--- src/rtl/serial_io_bridge.sv ---
// Two first-word-fall-through byte FIFOs bridging the processor serial ports and a host byte channel.
// Optional SERIAL_IO_ERR_EN builds sticky overflow/underflow flags; otherwise those outputs are tied to 0.
module serial_io_bridge #(
    parameter int unsigned DEPTH = 8,
    localparam int unsigned AW = $clog2(DEPTH)
) (
    input  logic          clock,
    input  logic          reset,
    output logic [7:0]    serial_in,
    output logic          serial_valid_in,
    output logic          serial_ready_in,
    input  logic [7:0]    serial_out,
    input  logic          serial_rden_out,
    input  logic          serial_wren_out,
    input  logic [7:0]    host_rx_data,
    input  logic          host_rx_valid,
    output logic          host_rx_ready,
    output logic [7:0]    host_tx_data,
    output logic          host_tx_valid,
    input  logic          host_tx_ready,
    output logic [AW:0]   rx_count,
    output logic [AW:0]   tx_count,
    output logic          err_overflow,
    output logic          err_underflow
);

    localparam int unsigned CW = AW + 1;

    // Index 0 is the RX FIFO (host -> processor), index 1 is the TX FIFO (processor -> host).
    logic [1:0]         push_req;
    logic [1:0]         pop_req;
    logic [1:0][7:0]    wdata;
    logic [1:0][7:0]    head;
    logic [1:0][CW-1:0] cnt;
    logic [1:0]         full;
    logic [1:0]         empty;

    assign push_req = {serial_wren_out, host_rx_valid};
    assign pop_req  = {host_tx_ready, serial_rden_out};
    assign wdata    = {serial_out, host_rx_data};

    for (genvar g = 0; g < 2; g++) begin : g_fifo
        logic [7:0]    mem [DEPTH];
        logic [AW-1:0] wr_ptr;
        logic [AW-1:0] rd_ptr;
        logic [CW-1:0] count_q;
        logic          push_en;
        logic          pop_en;

        // Full/empty come from the pre-edge count, so push-on-full and pop-on-empty are simply masked.
        assign full[g]  = (count_q == CW'(DEPTH));
        assign empty[g] = (count_q == '0);
        assign push_en  = push_req[g] & ~full[g];
        assign pop_en   = pop_req[g] & ~empty[g];
        assign head[g]  = empty[g] ? 8'h00 : mem[rd_ptr];
        assign cnt[g]   = count_q;

        always_ff @(posedge clock) begin
            if (push_en) begin
                mem[wr_ptr] <= wdata[g];
            end
        end

        always_ff @(posedge clock or negedge reset) begin
            if (!reset) begin
                wr_ptr  <= '0;
                rd_ptr  <= '0;
                count_q <= '0;
            end else begin
                if (push_en) begin
                    wr_ptr <= wr_ptr + AW'(1);
                end
                if (pop_en) begin
                    rd_ptr <= rd_ptr + AW'(1);
                end
                case ({push_en, pop_en})
                    2'b10:   count_q <= count_q + CW'(1);
                    2'b01:   count_q <= count_q - CW'(1);
                    default: count_q <= count_q;
                endcase
            end
        end
    end

    assign serial_in       = head[0];
    assign serial_valid_in = ~empty[0];
    assign host_rx_ready   = ~full[0];
    assign rx_count        = cnt[0];
    assign host_tx_data    = head[1];
    assign host_tx_valid   = ~empty[1];
    assign serial_ready_in = ~full[1];
    assign tx_count        = cnt[1];

`ifdef SERIAL_IO_ERR_EN
    logic err_ovf_q;
    logic err_unf_q;

    // Only processor-side misuse is flagged; the host handshake can never overrun RX.
    always_ff @(posedge clock or negedge reset) begin
        if (!reset) begin
            err_ovf_q <= 1'b0;
            err_unf_q <= 1'b0;
        end else begin
            if (serial_wren_out & full[1]) begin
                err_ovf_q <= 1'b1;
            end
            if (serial_rden_out & empty[0]) begin
                err_unf_q <= 1'b1;
            end
        end
    end

    assign err_overflow  = err_ovf_q;
    assign err_underflow = err_unf_q;
`else
    assign err_overflow  = 1'b0;
    assign err_underflow = 1'b0;
`endif

endmodule

--- config.mk ---
export PLATFORM = sky130hd
export DESIGN_NAME = serial_io_bridge
export DESIGN_NICKNAME = d
export VERILOG_FILES = /design/src/rtl/serial_io_bridge.sv
export SDC_FILE = /design/constraint.sdc
export NUM_CORES = 1
export LEC_CHECK = 0
export ABC_AREA = 1
export CORE_ASPECT_RATIO = 1.1
export CORE_MARGIN = 3
export CORE_UTILIZATION = 43
export DETAILED_ROUTE_END_ITERATION = 8
export PLACE_DENSITY = 0.61
export SLEW_MARGIN = 20
export SYNTH_ARGS = -nofsm -noshare
export SYNTH_HDL_FRONTEND = slang
export SYNTH_SLANG_ARGS = --single-unit
--- constraint.sdc ---
create_clock -name clock -period 2.15 [get_ports clock]
set_clock_uncertainty 0.05 [all_clocks]
set_input_delay 0.43 -clock clock [delete_from_list [all_inputs] [get_ports clock]]
set_output_delay 0.43 -clock clock [all_outputs]
set_load 0.01 [all_outputs]
==> results.env, run 1 <==
MET1_USAGE_PCT=21.3
FIRST_ITER_VIOLATIONS=294
POST_ROUTE_CELLS_DRIVE_ABOVE_1_SHARE_PCT=26.9
NUMPORTBUFFERS=49
PERIOD_MINUS_SLACK_PS=2270
NUM_ANTENNA_CELLS=0
CP_DATA_ARRIVAL_TIME_PS=1790
DRT.ANTENNA.VIOLATING_NETS=0
DIEAREA_UM2=16100
LAYOUT.CELLS.MOST_COMMON_LIST='sky130_fd_sc_hd__edfxtp_1 (128), sky130_fd_sc_hd__nor2_1 (109), sky130_fd_sc_hd__nand2_1 (59)'
IO_PINS=52
PATH_CELLS='buf_6, buf_12, o21ai_2, o211ai_1, nand2_1, nor2_1, buf_2'
WORST-R2R-CELL-COUNT=11
P_SEQ_SHARE_PCT=31.8
FIN_WS_PS=-122
SYN_AREA_PER_CELL_UM2=11.7
GRT_BUSIEST_LAYER='met2'
VIAS_PER_CELL=5.11
ROWS=45
FINALWIRELENGTH_UM=14300
SETUP_REPAIR_AFTER_GLOBAL_ROUTING_MISSED_ITS_MARGIN='true'
CTS_TREE='yes'
DIE_HEIGHT_UM=133
SYNTH_TOP_AREA_SHARE_PCT=61.4
STDCELL_COUNT=862
POWER.LEAKAGE_nW=3.21
GRT_FIRST_PASS_WIRELENGTH_UM=22100
CP.REQUIRED_PS=1670
POWER_FRAC_COMB_PCT=45.3
WORST_SETUP_HOLD_PATH_CLK_SLEW_PS=60
POSTSYNTHCELLCOUNT=535
CP_SLOWEST_STAGE_DELAY_PS=430
START_KIND='flop'
SWITCHING_PART_OF_THE_TOTAL_PCT=35.9
IR_WORST_VDD_uV=816
NUMBER_OF_BUFFERS_ON_THE_LONGEST_CLOCK_PATH=2
MET2_USAGE_PCT=31.6
FINALHOLDVIOLATIONS=0
INITIAL_STANDARD_CELL_UTILIZATION_OF_THE_CORE_PCT=44.7
CLOCK_INSERTION_DELAY_WORST_SKEW_PS=410
GRT_MAX_DEGREE=21
SLEW_VIOLATIONS=0
FP.COREAREA_UM2=14000
CRIT_FANOUT=5
GRT_USE_MET3_PCT=3.85
TIMING.CRITICAL_PATH.TO_TYPE='output pin'
LEADING_CELL_TYPE_IN_THE_LAYOUT_FILL_AND_TAPS_EXCLUDED='sky130_fd_sc_hd__edfxtp_1'
POWER_DENSITY_nW_PER_UM2=1500
SYNTH.YOSYS.SEQ_AREA_SHARE_PCT=69.3
ANTENNA_FOUND_INITIAL=0
POWER_REPORT.INTERNAL_TOTAL_W=0.00806
CLOCK_SINK_COUNT=148
SHARE_OF_POWER_BURNED_IN_THE_CLOCK_NETWORK_PCT=22.9
DRT_PRE_ANTENNA_ITERS=5
FINAL_REPLACE_WEIGHTED_CONGESTION=0.799
ROUTE.DETAILED.DRC=0
FINAL-SEQ-AREA_UM2=4350
STATUS='finished with violations'
GRT_REMAINING_OVERFLOW=0
FILLER_CELL_COUNT=1105
NETLIST_TOP_CELLS_AREA='sky130_fd_sc_hd__edfxtp_1 (61%), sky130_fd_sc_hd__dfrtp_1 (8.0%), sky130_fd_sc_hd__nor2_1 (7.8%)'
TIMING.FINAL.SETUP_VIOLATIONS=11
MAX_CLOCK_FREQ_MHz=440
DETAILED_PLACER_S_ENDING_HPWL_UM=8850
WL_PER_CELL_UM=16.5
CLK_ROOT_BUFFER_CELL='sky130_fd_sc_hd__clkbuf_16'
YS_SEQ_ELEMENTS=148
HOLDCRITPATHCLASS='input port to asynchronous set/reset pin'
NUMPLACEDINSTANCES=809
SYNTH_LARGEST_AREA_CELL='sky130_fd_sc_hd__edfxtp_1'
SETUP.WORST_PATH.CLASS='flop to output pin'
SYNTH.LIB_CELLS_USED.DISTINCT=28
FAILING_CHECKS='negative setup slack'
POST_SYNTHESIS_CELL_AREA_UM2=6260
ROUTED-VIA-COUNT=4405
P_SW_W=0.00451
VIAS_IN_THE_FIRST_GLOBAL_ROUTE=4339
YS.WARNINGS.COUNT=0
FLOORPLAN_DIE_WIDTH_UM=121
CTS-BUFFERS-INSERTED=17
LAYOUT-AREA-OVERHEAD-VS-SYNTH_PCT=33.3
HOLD_SLACK_PS=309
HTREE_NUM_LEVELS=4
POST-ROUTE-PERIOD-UTIL_PCT=106
MULTI_INPUT_COMB_AREA_UM2=1840
NUMBER_OF_NETS_AT_THE_END_OF_THE_FLOW=693
SLOWEST_STAGE='sky130_fd_sc_hd__dfrtp_2'
MAXCAPVIOLATIONS=0
GR-USAGE-ALL-LAYERS_PCT=18.0
-- logic make-up after synthesis --
group	after synthesis	synth area share (%)
compound gates	107	9.51
simple gates	213	13.9
flops	148	69.3
xor+xnor	12	1.68
buf+inv	44	3.49
other cells	1	0.0599
fa+ha+maj	10	2.00
-- power by group through the flow --
stage               combinational, W  clock [W]  sequential, W
floorplan                    0.00274          0        0.00405
global placement             0.00491          0        0.00398
detailed placement           0.00500          0        0.00400
CTS                          0.00530    0.00293        0.00397
global route                 0.00624    0.00305        0.00405
finish                       0.00570    0.00287        0.00400
-- state kept, by name, indices dropped and copies added, names as in the netlist --
register	cells
rx_count	4
g_fifo.rd_ptr	6
g_fifo.wr_ptr	6
tx_count	4
g_fifo.mem	128
-- layer usage --
| metal | wire, um | part of all wire (%) |
|---|---|---|
| met4 | 313 | 2.2 |
| met5 | 0 | 0 |
| met1 | 5680 | 40 |
| met2 | 7460 | 52 |
| met3 | 807 | 5.7 |
-- critical path, delay by kind of cell, from the launching register on --
family | cells | cell delay, ps
and+or+nand+nor | 2 | 240
DFF | 1 | 430
buffers and inverters | 3 | 430
AOI/OAI and AO/OA | 2 | 270
-- final cells by class --
| cell class | instances | share of cell area [%] |
|---|---|---|
| clock buffer | 17 | 5.09 |
| inverter | 22 | 1.05 |
| tap | 188 | 2.82 |
| sequential | 148 | 52.1 |
| multi-input combinational | 344 | 22.0 |
| timing repair buffer | 128 | 15.2 |
| clock inverter | 15 | 1.84 |
-- cell usage after synthesis --
cell / number
sky130_fd_sc_hd__buf_2: 9
sky130_fd_sc_hd__nand2_4: 2
sky130_fd_sc_hd__nand3_2: 2
sky130_fd_sc_hd__edfxtp_1: 128
sky130_fd_sc_hd__nand2_2: 2
sky130_fd_sc_hd__o211ai_1: 16
sky130_fd_sc_hd__buf_1: 1
sky130_fd_sc_hd__nor2_4: 1
sky130_fd_sc_hd__inv_2: 5
sky130_fd_sc_hd__inv_1: 17
sky130_fd_sc_hd__clkbuf_2: 1
sky130_fd_sc_hd__buf_6: 1
sky130_fd_sc_hd__o21ai_1: 43
sky130_fd_sc_hd__o22ai_1: 16
sky130_fd_sc_hd__or2_4: 2
sky130_fd_sc_hd__nand2_1: 60
sky130_fd_sc_hd__xnor2_1: 6
sky130_fd_sc_hd__nor2_2: 5
sky130_fd_sc_hd__buf_4: 9
sky130_fd_sc_hd__dfrtp_1: 20
sky130_fd_sc_hd__nor2_1: 131
sky130_fd_sc_hd__nand3_1: 8
sky130_fd_sc_hd__conb_1: 1
sky130_fd_sc_hd__o21ai_0: 29
sky130_fd_sc_hd__xor2_1: 6
sky130_fd_sc_hd__clkbuf_1: 1
sky130_fd_sc_hd__a21oi_1: 3
sky130_fd_sc_hd__ha_1: 10
-- through the flow --
step / util [%] / power, W / cell area (um^2) / setup slack, ps / setup TNS, ps
after global placement: 52.5 / 0.00890 / 7360 / -17.3 / -17.3
after CTS: 58.0 / 0.0122 / 8140 / -69.0 / -419
final: 59.6 / 0.0126 / 8350 / -122 / -522
after floorplan: - / 0.00679 / 6270 / 175 / 0
after detailed placement: 52.5 / 0.00900 / 7360 / -44.2 / -114
after global routing: 59.6 / 0.0133 / 8350 / -196 / -2050
-- worst paths after layout --
path                                            startpoint                              end  slack (ps)
min in group clock         g_fifo[0].wr_ptr[0]$_DFFE_PN0P_  g_fifo[0].wr_ptr[0]$_DFFE_PN0P_         500
max                        g_fifo[0].rd_ptr[0]$_DFFE_PN0P_                     serial_in[6]        -120
max in group asynchronous                            reset          tx_count[2]$_DFFE_PN0P_        1500
max reg2reg                        rx_count[1]$_DFFE_PN0P_          rx_count[2]$_DFFE_PN0P_         140
min reg2reg                g_fifo[0].wr_ptr[0]$_DFFE_PN0P_  g_fifo[0].wr_ptr[0]$_DFFE_PN0P_         500
min                                                  reset          rx_count[1]$_DFFE_PN0P_         310
-- what timing repair did --
action | CTS | global route
gates cloned | 4 | 4
hold buffers | 0 | 0
endpoints found under the setup margin | 19 | 20
gates resized for setup | 115 | 30
buffers inserted | 10 | 6
pin swaps | 19 | 17
Power figures use the tool's default switching activity.
==> run 2: changes to the inputs <==
--- a/config.mk
+++ b/config.mk
@@ -10,6 +10,7 @@
 export CORE_MARGIN = 3
 export CORE_UTILIZATION = 43
 export DETAILED_ROUTE_END_ITERATION = 8
+export GPL_ROUTABILITY_DRIVEN = 0
 export PLACE_DENSITY = 0.61
 export SLEW_MARGIN = 20
 export SYNTH_ARGS = -nofsm -noshare
==> results of run 2 <==
The final DEF is identical to that of run 1; final timing and power are the same.
